## config.mk

```make
export PLATFORM = sky130hd
export DESIGN_NAME = uart_rx_oversample_flat
export DESIGN_NICKNAME = d
export VERILOG_FILES = /design/src/rtl/uart_rx_oversample_pkg.sv /design/src/rtl/uart_rx_oversample_if.sv /design/src/rtl/uart_baud_tick.sv /design/src/rtl/uart_rx_oversample.sv /design/src/flat_wrapper.sv
export SDC_FILE = /design/constraint.sdc
export NUM_CORES = 1
export LEC_CHECK = 0
export CORE_MARGIN = 5
export CORE_UTILIZATION = 30
export CTS_CLUSTER_DIAMETER = 50
export CTS_CLUSTER_SIZE = 8
export DETAILED_ROUTE_END_ITERATION = 10
export GPL_ROUTABILITY_DRIVEN = 0
export PLACE_DENSITY_LB_ADDON = 0.08
export SYNTH_ARGS = -nofsm -noshare
export SYNTH_HDL_FRONTEND = slang
export SYNTH_SLANG_ARGS = --single-unit
export TNS_END_PERCENT = 20
```

## constraint.sdc

```tcl
create_clock -name clk -period 2.3 [get_ports clk]
set_input_delay 0.23 -clock clk [delete_from_list [all_inputs] [get_ports clk]]
set_output_delay 0.23 -clock clk [all_outputs]
set_load 0.1 [all_outputs]
```

## src/rtl/uart_rx_oversample_pkg.sv

```systemverilog
// Shared state encoding, default oversample factor and majority helper
// for the oversampling UART receiver.
package uart_pkg;

  localparam int OVERSAMPLE_DEF = 16;

  typedef enum logic [2:0] {
    ST_IDLE,
    ST_START,
    ST_DATA,
    ST_PARITY,
    ST_STOP
  } uart_rx_state_t;

  function automatic logic maj3(input logic a, input logic b, input logic c);
    return (a & b) | (a & c) | (b & c);
  endfunction

endpackage

```

## src/rtl/uart_rx_oversample_if.sv

```systemverilog
// Serial-in / parallel-out bundle of the receiver; slave is the receiver side.
interface uart_rx_oversample_if #(parameter int SIZE = 8);

  logic            rx;
  logic [SIZE-1:0] data_out;
  logic            rx_done;
  logic            parity_err;
  logic            frame_err;
  logic            rx_busy;

  modport master (output rx, input data_out, rx_done, parity_err, frame_err, rx_busy);
  modport slave  (input rx, output data_out, rx_done, parity_err, frame_err, rx_busy);

endinterface

```

## src/rtl/uart_baud_tick.sv

```systemverilog
// Free-running divider producing a one-clock sample tick every TICK_DIV clocks;
// clr realigns the phase to a detected start edge.
module uart_baud_tick #(
  parameter int TICK_DIV = 10
) (
  input  logic clk,
  input  logic rst,
  input  logic clr,
  output logic tick
);

  localparam int            CW   = (TICK_DIV > 1) ? $clog2(TICK_DIV) : 1;
  localparam logic [CW-1:0] LAST = CW'(TICK_DIV - 1);

  logic [CW-1:0] r_cnt;

  always_ff @(posedge clk) begin
    if (rst || clr)          r_cnt <= '0;
    else if (r_cnt == LAST)  r_cnt <= '0;
    else                     r_cnt <= r_cnt + 1'b1;
  end

  // Suppressed while clearing so the first tick after a start is a full period away.
  assign tick = (r_cnt == LAST) && !clr;

endmodule

```

## src/rtl/uart_rx_oversample.sv

```systemverilog
// Oversampling UART receiver: 2-FF synchronizer, 3-sample mid-bit majority vote,
// optional parity, early stop-bit decision for back-to-back frames.
module uart_rx_oversample
  import uart_pkg::*;
#(
  parameter int SIZE       = 8,
  parameter int BAUD_RATE  = 115200,
  parameter int CLK_FREQ   = 18432000,
  parameter int OVERSAMPLE = OVERSAMPLE_DEF,
  parameter int TICK_DIV   = CLK_FREQ / (BAUD_RATE * OVERSAMPLE),
  parameter bit PARITY_EN  = 1'b0,
  parameter bit PARITY_ODD = 1'b0
) (
  input  logic                 clk,
  input  logic                 rst,
  uart_rx_oversample_if.slave  bus
);

  if (TICK_DIV < 1 || OVERSAMPLE < 4 || SIZE < 2 || CLK_FREQ < BAUD_RATE) begin : g_bad_cfg
    $error("uart_rx_oversample: illegal parameter combination");
  end

  localparam int            SW     = $clog2(OVERSAMPLE);
  localparam int            BW     = (SIZE > 1) ? $clog2(SIZE) : 1;
  localparam logic [SW-1:0] S_LO   = SW'(OVERSAMPLE / 2 - 1);
  localparam logic [SW-1:0] S_MID  = SW'(OVERSAMPLE / 2);
  localparam logic [SW-1:0] S_HI   = SW'(OVERSAMPLE / 2 + 1);
  localparam logic [SW-1:0] S_LAST = SW'(OVERSAMPLE - 1);
  localparam logic [BW-1:0] B_LAST = BW'(SIZE - 1);

  uart_rx_state_t  r_state, w_next;

  logic [1:0]      r_sync;
  logic            r_rx_prev;
  logic [1:0]      r_vld_pipe;
  logic            r_armed;
  logic [SW-1:0]   r_sub;
  logic [BW-1:0]   r_bit;
  logic [1:0]      r_smp;
  logic [SIZE-1:0] r_shift;
  logic            r_xor;
  logic            r_pbit;
  logic [SIZE-1:0] r_data_out;
  logic            r_rx_done;
  logic            r_parity_err;
  logic            r_frame_err;

  logic w_rx_s, w_tick, w_start_edge, w_mid, w_end, w_maj, w_last_bit;
  logic w_busy, w_clr, w_shift, w_bit_inc, w_pcap, w_load, w_ferr;

  assign w_rx_s       = r_sync[1];
  // Only a genuine high-to-low seen after the line was qualified high counts.
  assign w_start_edge = r_armed & r_rx_prev & ~w_rx_s;
  assign w_mid        = w_tick && (r_sub == S_HI);
  assign w_end        = w_tick && (r_sub == S_LAST);
  assign w_maj        = maj3(r_smp[0], r_smp[1], w_rx_s);
  assign w_last_bit   = (r_bit == B_LAST);

  uart_baud_tick #(.TICK_DIV(TICK_DIV)) u_tick (
    .clk  (clk),
    .rst  (rst),
    .clr  (w_clr),
    .tick (w_tick)
  );

  always_ff @(posedge clk) begin
    if (rst) r_state <= ST_IDLE;
    else     r_state <= w_next;
  end

  always_comb begin
    w_next = r_state;
    case (r_state)
      ST_IDLE:   if (w_start_edge) w_next = ST_START;
      ST_START:  if (w_mid && w_maj) w_next = ST_IDLE;
                 else if (w_end)     w_next = ST_DATA;
      ST_DATA:   if (w_end && w_last_bit) w_next = PARITY_EN ? ST_PARITY : ST_STOP;
      ST_PARITY: if (w_end) w_next = ST_STOP;
      ST_STOP:   if (w_mid) w_next = ST_IDLE;
      default:   w_next = ST_IDLE;
    endcase
  end

  always_comb begin
    w_busy    = 1'b1;
    w_clr     = 1'b0;
    w_shift   = 1'b0;
    w_bit_inc = 1'b0;
    w_pcap    = 1'b0;
    w_load    = 1'b0;
    w_ferr    = 1'b0;
    case (r_state)
      ST_IDLE: begin
        w_busy = 1'b0;
        w_clr  = w_start_edge;
      end
      ST_DATA: begin
        w_shift   = w_mid;
        w_bit_inc = w_end & ~w_last_bit;
      end
      ST_PARITY: w_pcap = w_mid;
      ST_STOP: begin
        w_load = w_mid &  w_maj;
        w_ferr = w_mid & ~w_maj;
      end
      default: ;
    endcase
  end

  always_ff @(posedge clk) begin
    if (rst) begin
      r_sync       <= 2'b11;
      r_rx_prev    <= 1'b1;
      r_vld_pipe   <= '0;
      r_armed      <= 1'b0;
      r_sub        <= '0;
      r_bit        <= '0;
      r_smp        <= '0;
      r_shift      <= '0;
      r_xor        <= 1'b0;
      r_pbit       <= 1'b0;
      r_data_out   <= '0;
      r_rx_done    <= 1'b0;
      r_parity_err <= 1'b0;
      r_frame_err  <= 1'b0;
    end else begin
      r_sync     <= {r_sync[0], bus.rx};
      r_rx_prev  <= w_rx_s;
      // Synchronizer preset values are not real line data until two clocks after reset.
      r_vld_pipe <= {r_vld_pipe[0], 1'b1};

      if (w_ferr)                        r_armed <= 1'b0;
      else if (w_rx_s && r_vld_pipe[1])  r_armed <= 1'b1;

      if (w_clr) begin
        r_sub <= '0;
        r_bit <= '0;
        r_xor <= 1'b0;
      end else begin
        if (w_tick)    r_sub <= (r_sub == S_LAST) ? '0 : r_sub + 1'b1;
        if (w_bit_inc) r_bit <= r_bit + 1'b1;
        if (w_shift) begin
          r_shift <= {w_maj, r_shift[SIZE-1:1]};
          r_xor   <= r_xor ^ w_maj;
        end
      end

      if (w_tick && r_sub == S_LO)  r_smp[0] <= w_rx_s;
      if (w_tick && r_sub == S_MID) r_smp[1] <= w_rx_s;
      if (w_pcap)                   r_pbit   <= w_maj;

      r_rx_done    <= w_load;
      r_frame_err  <= w_ferr;
      r_parity_err <= w_load & PARITY_EN & (r_pbit != (r_xor ^ PARITY_ODD));
      if (w_load) r_data_out <= r_shift;
    end
  end

  assign bus.data_out   = r_data_out;
  assign bus.rx_done    = r_rx_done;
  assign bus.parity_err = r_parity_err;
  assign bus.frame_err  = r_frame_err;
  assign bus.rx_busy    = w_busy;

endmodule

```

## src/flat_wrapper.sv

```systemverilog
// flat-port wrapper written by rule: the top's interface ports become plain ports
module uart_rx_oversample_flat import uart_pkg::*;
#(
  parameter int SIZE       = 8,
  parameter int BAUD_RATE  = 115200,
  parameter int CLK_FREQ   = 18432000,
  parameter int OVERSAMPLE = OVERSAMPLE_DEF,
  parameter int TICK_DIV   = CLK_FREQ / (BAUD_RATE * OVERSAMPLE),
  parameter bit PARITY_EN  = 1'b0,
  parameter bit PARITY_ODD = 1'b0
)
  (clk, rst, bus_rx, bus_data_out, bus_rx_done, bus_parity_err, bus_frame_err, bus_rx_busy);
  uart_rx_oversample_if #(.SIZE(SIZE)) bus_i ();
  input  logic clk;
  input  logic rst;
  input wire logic [$bits(bus_i.rx)-1:0] bus_rx;
  output wire logic [$bits(bus_i.data_out)-1:0] bus_data_out;
  output wire logic [$bits(bus_i.rx_done)-1:0] bus_rx_done;
  output wire logic [$bits(bus_i.parity_err)-1:0] bus_parity_err;
  output wire logic [$bits(bus_i.frame_err)-1:0] bus_frame_err;
  output wire logic [$bits(bus_i.rx_busy)-1:0] bus_rx_busy;
  assign bus_i.rx = bus_rx;
  assign bus_data_out = bus_i.data_out;
  assign bus_rx_done = bus_i.rx_done;
  assign bus_parity_err = bus_i.parity_err;
  assign bus_frame_err = bus_i.frame_err;
  assign bus_rx_busy = bus_i.rx_busy;
  uart_rx_oversample #(.SIZE(SIZE), .BAUD_RATE(BAUD_RATE), .CLK_FREQ(CLK_FREQ), .OVERSAMPLE(OVERSAMPLE), .TICK_DIV(TICK_DIV), .PARITY_EN(PARITY_EN), .PARITY_ODD(PARITY_ODD)) u_core (.clk(clk), .rst(rst), .bus(bus_i));
endmodule
```

==> results of run 1 <==
cells by family after synthesis:
family,after synthesis,share of synthesized area
mux,20,0.116
simple gates,63,0.197
compound gates,20,0.0941
buf+inv,16,0.0463
flops,40,0.463
fa+ha+maj,8,0.0564
other cells,1,0.00217
xor+xnor,5,0.0253
through the flow:
step / instance area [um^2] / instances
finish: 1980 / 260
global route: 1980 / 260
CTS: 1980 / 260
detailed placement: 1900 / 253
global placement: 1900 / 253
floorplan: 1730 / 173
routing by layer:
layer,up-vias,share of wire
met4,0,0.019
met2,22,0.43
met5,-,0
met1,561,0.51
li1,627,-
met3,6,0.042
cell type report:
class | count | area, um^2 | share of cell area
tap | 72 | 90.1 | 0.0455
clock buffer | 5 | 68.8 | 0.0348
inverter | 7 | 26.3 | 0.0133
multi-input combinational | 117 | 848 | 0.429
timing repair buffer | 17 | 133 | 0.0670
clock inverter | 2 | 12.5 | 0.00632
sequential | 40 | 801 | 0.405
Yosys cell counts, types with 2 or more instances:
cell type	count	area (um^2)
or2_2	3	18.8
o21ai_0	2	10.0
nor4_1	2	12.5
mux2i_1	20	200
a21o_1	2	15.0
nor2b_1	2	12.5
clkbuf_1	5	18.8
xnor2_1	4	35.0
ha_1	7	87.6
a21oi_1	4	20.0
nor2_1	28	105
nand3_1	5	25.0
dfxtp_1	40	801
nand4_1	2	12.5
nand3b_1	2	15.0
buf_6	2	22.5
nor3_1	3	15.0
nand2_1	6	22.5
inv_1	7	26.3
a211oi_1	4	30.0
a41oi_1	2	17.5
worst register-to-register path, cell delays in order (launching register included):
cell,delay [ns]
dfxtp_1,0.33
ha_1,0.20
ha_1,0.24
or4b_4,0.53
a2111oi_4,0.41
mux2i_1,0.23
nor2_1,0.05
where the power goes:
part,leakage (uW),internal [uW],switching (uW),total [uW]
sequential,0.000324,702,7.20,709
clock,0.0000400,205,236,441
combinational,0.000449,15.2,29.6,44.8
total,0.000813,923,272,1200
cell usage in the layout (no fill, tap or decap), types with 2 or more instances in the layout:
master	count
clkbuf_8	5
xnor2_1	4
mux2i_1	20
nand4_1	2
buf_4	15
a21oi_1	4
o21ai_0	2
nor3_1	3
dfxtp_1	40
a21o_1	2
clkdlybuf4s50_1	2
a41oi_1	2
inv_1	7
nand3_1	5
nand2_1	6
a211oi_1	4
ha_1	7
or2_2	3
nor4_1	2
nor2_1	28
nand3b_1	2
nor2b_1	2
registers in the layout (all words and copies together), names as in the netlist:
signal	cells
u_core.r_shift	8
u_core.r_state	3
u_core.r_armed	1
u_core.r_sub	4
u_core.r_rx_prev	1
u_core.r_sync	2
u_core.bus.data_out	8
u_core.bus.rx_done	1
u_core.r_smp	2
u_core.r_vld_pipe	2
u_core.r_bit	3
u_core.u_tick.r_cnt	4
u_core.bus.frame_err	1
worst max-delay path by stage:
stage                                 start                     end  slack, ns  cells after the start
after floorplan             u_core.r_bit[0]         u_core.r_bit[1]       0.34                      6
after global placement      u_core.r_bit[0]         u_core.r_bit[1]       0.23                      6
after detailed placement    u_core.r_bit[0]         u_core.r_bit[2]       0.20                      6
after CTS                   u_core.r_bit[0]         u_core.r_bit[1]       0.18                      6
after global routing      u_core.r_state[2]  u_core.bus.data_out[4]       0.04                      4
final                       u_core.r_bit[0]         u_core.r_bit[2]       0.19                      6
==> impl_metrics.tcl, run 1 <==
set metrics [dict create \
    tritoncts "built" \
    synth-seq-cells 40 \
    worstReg2RegStart "u_core.r_bit[0]" \
    drc 0 \
    portBuffers 13 \
    slew_headroom 0.569 \
    use_met3 0.0355 \
    numCtsBuffers 5 \
    totalWireLength_um 3290 \
    io_pins 15 \
    p_total_uw 1200 \
    use_met1 0.130 \
    worstPathRequired_ns 2.48 \
    cp-start-kind "flip-flop" \
    finalNetCount 198 \
    grt_max_degree 27 \
    die_area_um2 7380 \
    skew_ns 0.00497 \
    max-cap-violations 0 \
    cp_num_buf_inv 0 \
    initial_core_util 0.312 \
    htreeDepth 2 \
    grtUsageMet2 0.137 \
    antenna_found_initial 0 \
    n_fill_cell 586 \
    worstSetupPathType "reg2reg" \
    fin_util 0.357 \
    routed_via_density 4.68 \
    min_period_over_period 0.917 \
    whs_ns 0.424 \
    p_leak_uw 0.000813 \
    hold_depth 1 \
    synth-edff-count 0 \
    critPathCaptureType "flip-flop" \
    area_growth_pct 14.5 \
    die-height_um 85.9 \
    drive_gt1_frac 0.165 \
    antenna_left 0 \
    synth_cells 173 \
    tightestPinTransition_ns 0.630 \
    place_ws_ns 0.200 \
    setup_viol_count_final 0 \
    syn-num-nets 183 \
    overflow 0 \
    diodes 0 \
    vdd_ir_drop_max_uv 192 \
    period_minus_slack_ns 2.11 \
    drt_iter0_drc 91 \
    hp-class "reg2reg" \
    root_buffer "clkbuf_8" \
    grt.busiest_layer "met2" \
    path_max_fanout 3 \
    slowest_delay_ns 0.53 \
    synthArstFlopShare 0 \
    setup_tns_ns 0 \
    clock_path_buffers 2 \
    synth-seq-area-share 0.463 \
    crit_family "simple AND/OR/NAND/NOR gates" \
    holdCritStartpoint "u_core.r_sync[0]" \
    cts_setup_buffers 0 \
    syn_area_um2 1730 \
    fmax_mhz 474 \
    r2r_end "u_core.r_bit[2]" \
    hold_path_end "u_core.r_sync[1]" \
    first_global_vias 1158 \
    r2r_cells 6 \
    critical-path-slowest-cell "or4b_4" \
    track_usage 0.0975 \
    wl_per_cell_um 12.6 \
    clk_latency_ns 0.29 \
    fp.coreArea_um2 5540 \
    status "complete, no violations" \
    setup_slack_ns 0.190 \
    dr.pass1.iters 4 \
    ctsHoldBuffers 0 \
    dominantRegCellSynth "dfxtp_1" \
    cp_cell_sequence "ha_1, ha_1, or4b_4, a2111oi_4, mux2i_1, nor2_1" \
    ys_warn_count 0 \
    powerDensity_nw_per_um2 604 \
    hpwl_um 2350 \
    cts_resized 0 \
    crit_path_frequent_cell "ha_1" \
    r2r_setup_slack_ns 0.19 \
    avgSynthCellArea_um2 10.0 \
    yosysUniqueCellTypes 42 \
    row_count 27 \
    vias 1216 \
    die_w_um 85.9 \
    clkSinkCount 40 \
    finalHoldViolations 0 \
    arrival_ns 2.29 \
    slew_viol_final 0 \
    rsz0062_at_grt "no" \
    clk_pin_slew_worst_paths_ns 0.08 \
    grt_pass1_wl_um 5660 \
]
Power figures use the tool's default switching activity.
==> run 2: changes to the inputs <==
CTS_BUF_LIST = sky130_fd_sc_hd__clkbuf_16   (was default)
==> impl_metrics.tcl, run 2 (synthesis gave the netlist of run 1 again) <==
set metrics [dict create \
    max-cap-violations 0 \
    portBuffers 13 \
    hpwl_um 2350 \
    drc 0 \
    die-height_um 85.9 \
    root_buffer "clkbuf_16" \
    mostFrequentLayoutCells "40 x dfxtp_1, 28 x nor2_1, 20 x mux2i_1" \
    multi_input_area_um2 848 \
    seqPwrFrac 0.506 \
    powerDensity_nw_per_um2 690 \
    first_global_vias 1153 \
    r2r_cells 6 \
    track_usage 0.0965 \
    drive_gt1_frac 0.165 \
    clk_pin_slew_worst_paths_ns 0.06 \
    area_growth_pct 17.7 \
    initial_core_util 0.312 \
    vdd_ir_drop_max_uv 285 \
    critPathCaptureType "flip-flop" \
    cp-start-kind "flip-flop" \
    ctsHoldBuffers 0 \
    routed_via_density 4.67 \
    slew_headroom 0.568 \
    io_pins 15 \
    rsz0062_at_grt "no" \
    hp-class "reg2reg" \
    die_area_um2 7380 \
    finalHoldViolations 0 \
    regArea_um2 801 \
    diodes 0 \
    clkSinkCount 40 \
    drt_iter0_drc 80 \
    setup_tns_ns 0 \
    antenna_found_initial 0 \
    whs_ns 0.419 \
    tightestPinTransition_ns 0.631 \
    worstPathRequired_ns 2.46 \
    critPathLaunch "u_core.r_bit[0]" \
    tritoncts "built" \
    row_count 27 \
    path_max_fanout 3 \
    place_inst 253 \
    worstSetupPathType "reg2reg" \
    power.switching_uw 294 \
    worstReg2RegStart "u_core.r_bit[0]" \
    wl_per_cell_um 12.6 \
    dr.pass1.iters 4 \
    clk_latency_ns 0.28 \
    layout_commonest_cell "dfxtp_1" \
    swShare 0.209 \
    numCtsBuffers 5 \
    period_minus_slack_ns 2.10 \
    hold_depth 1 \
    final_area_um2 2040 \
    die_w_um 85.9 \
    cts_resized 0 \
    n_fill_cell 576 \
    setup_viol_count_final 0 \
    p_int_uw 1110 \
    p_total_uw 1410 \
    clock_path_buffers 2 \
    status "complete, no violations" \
    clock_power_share 0.463 \
    totalWireLength_um 3290 \
    fmax_mhz 475 \
    slew_viol_final 0 \
    vias 1214 \
    fp.coreArea_um2 5540 \
    placed_area_um2 1900 \
    arrival_ns 2.27 \
    overflow 0 \
    htreeDepth 2 \
    grt_max_degree 27 \
    finalNetCount 198 \
    p_comb_frac 0.032 \
    skew_ns 0.00469 \
    min_period_over_period 0.915 \
    antenna_left 0 \
    holdCritStartpoint "u_core.r_sync[0]" \
    grt_pass1_wl_um 5620 \
    p_leak_uw 0.000839 \
    cts_setup_buffers 0 \
    instances_no_fill 260 \
]
## run 2: per-layer routing
metal / GRT usage / vias up / wire length (um)
li1: - / 627 / -
met1: 0.130 / 562 / 1660
met2: 0.137 / 19 / 1420
met3: 0.0355 / 6 / 148
met4: 0.0432 / 0 / 57
met5: 0 / - / 0
## run 2: area by class of cell
| cell class | instances | area share |
|---|---|---|
| Timing Repair Buffer | 17 | 0.0652 |
| Clock inverter | 2 | 0.00615 |
| Sequential cell | 40 | 0.393 |
| Inverter | 7 | 0.0129 |
| Multi-Input combinational cell | 117 | 0.417 |
| Tap cell | 72 | 0.0443 |
| Clock buffer | 5 | 0.0615 |
## run 2: power groups by stage
stage / combinational (uW) / sequential (uW) / clock [uW]
2_1_floorplan: 36.2 / 723 / 0
3_3_place_gp: 44.5 / 725 / 0
3_5_place_dp: 45.4 / 726 / 0
4_1_cts: 45.7 / 711 / 672
5_1_grt: 50.6 / 711 / 697
6_report: 44.7 / 710 / 650
## run 2: worst max-delay path: stages, from the launching register on
cell       delay, ns
dfxtp_1         0.32
ha_1            0.20
ha_1            0.24
or4b_4          0.53
a2111oi_4       0.41
mux2i_1         0.23
nor2_1          0.05
## run 2: path summary, 6_finish.rpt
check,end,slack (ns)
setup / recovery,u_core.r_bit[2],0.20
hold / removal,u_core.r_sync[1],0.42
setup reg to reg,u_core.r_bit[2],0.20
hold reg to reg,u_core.r_sync[1],0.42
## run 2: stage by stage
stage                util  worst slack (ns)
floorplan               -             0.344
global placement    0.343             0.231
detailed placement  0.343             0.200
CTS                 0.367             0.180
global route        0.367            0.0425
finish              0.367             0.195
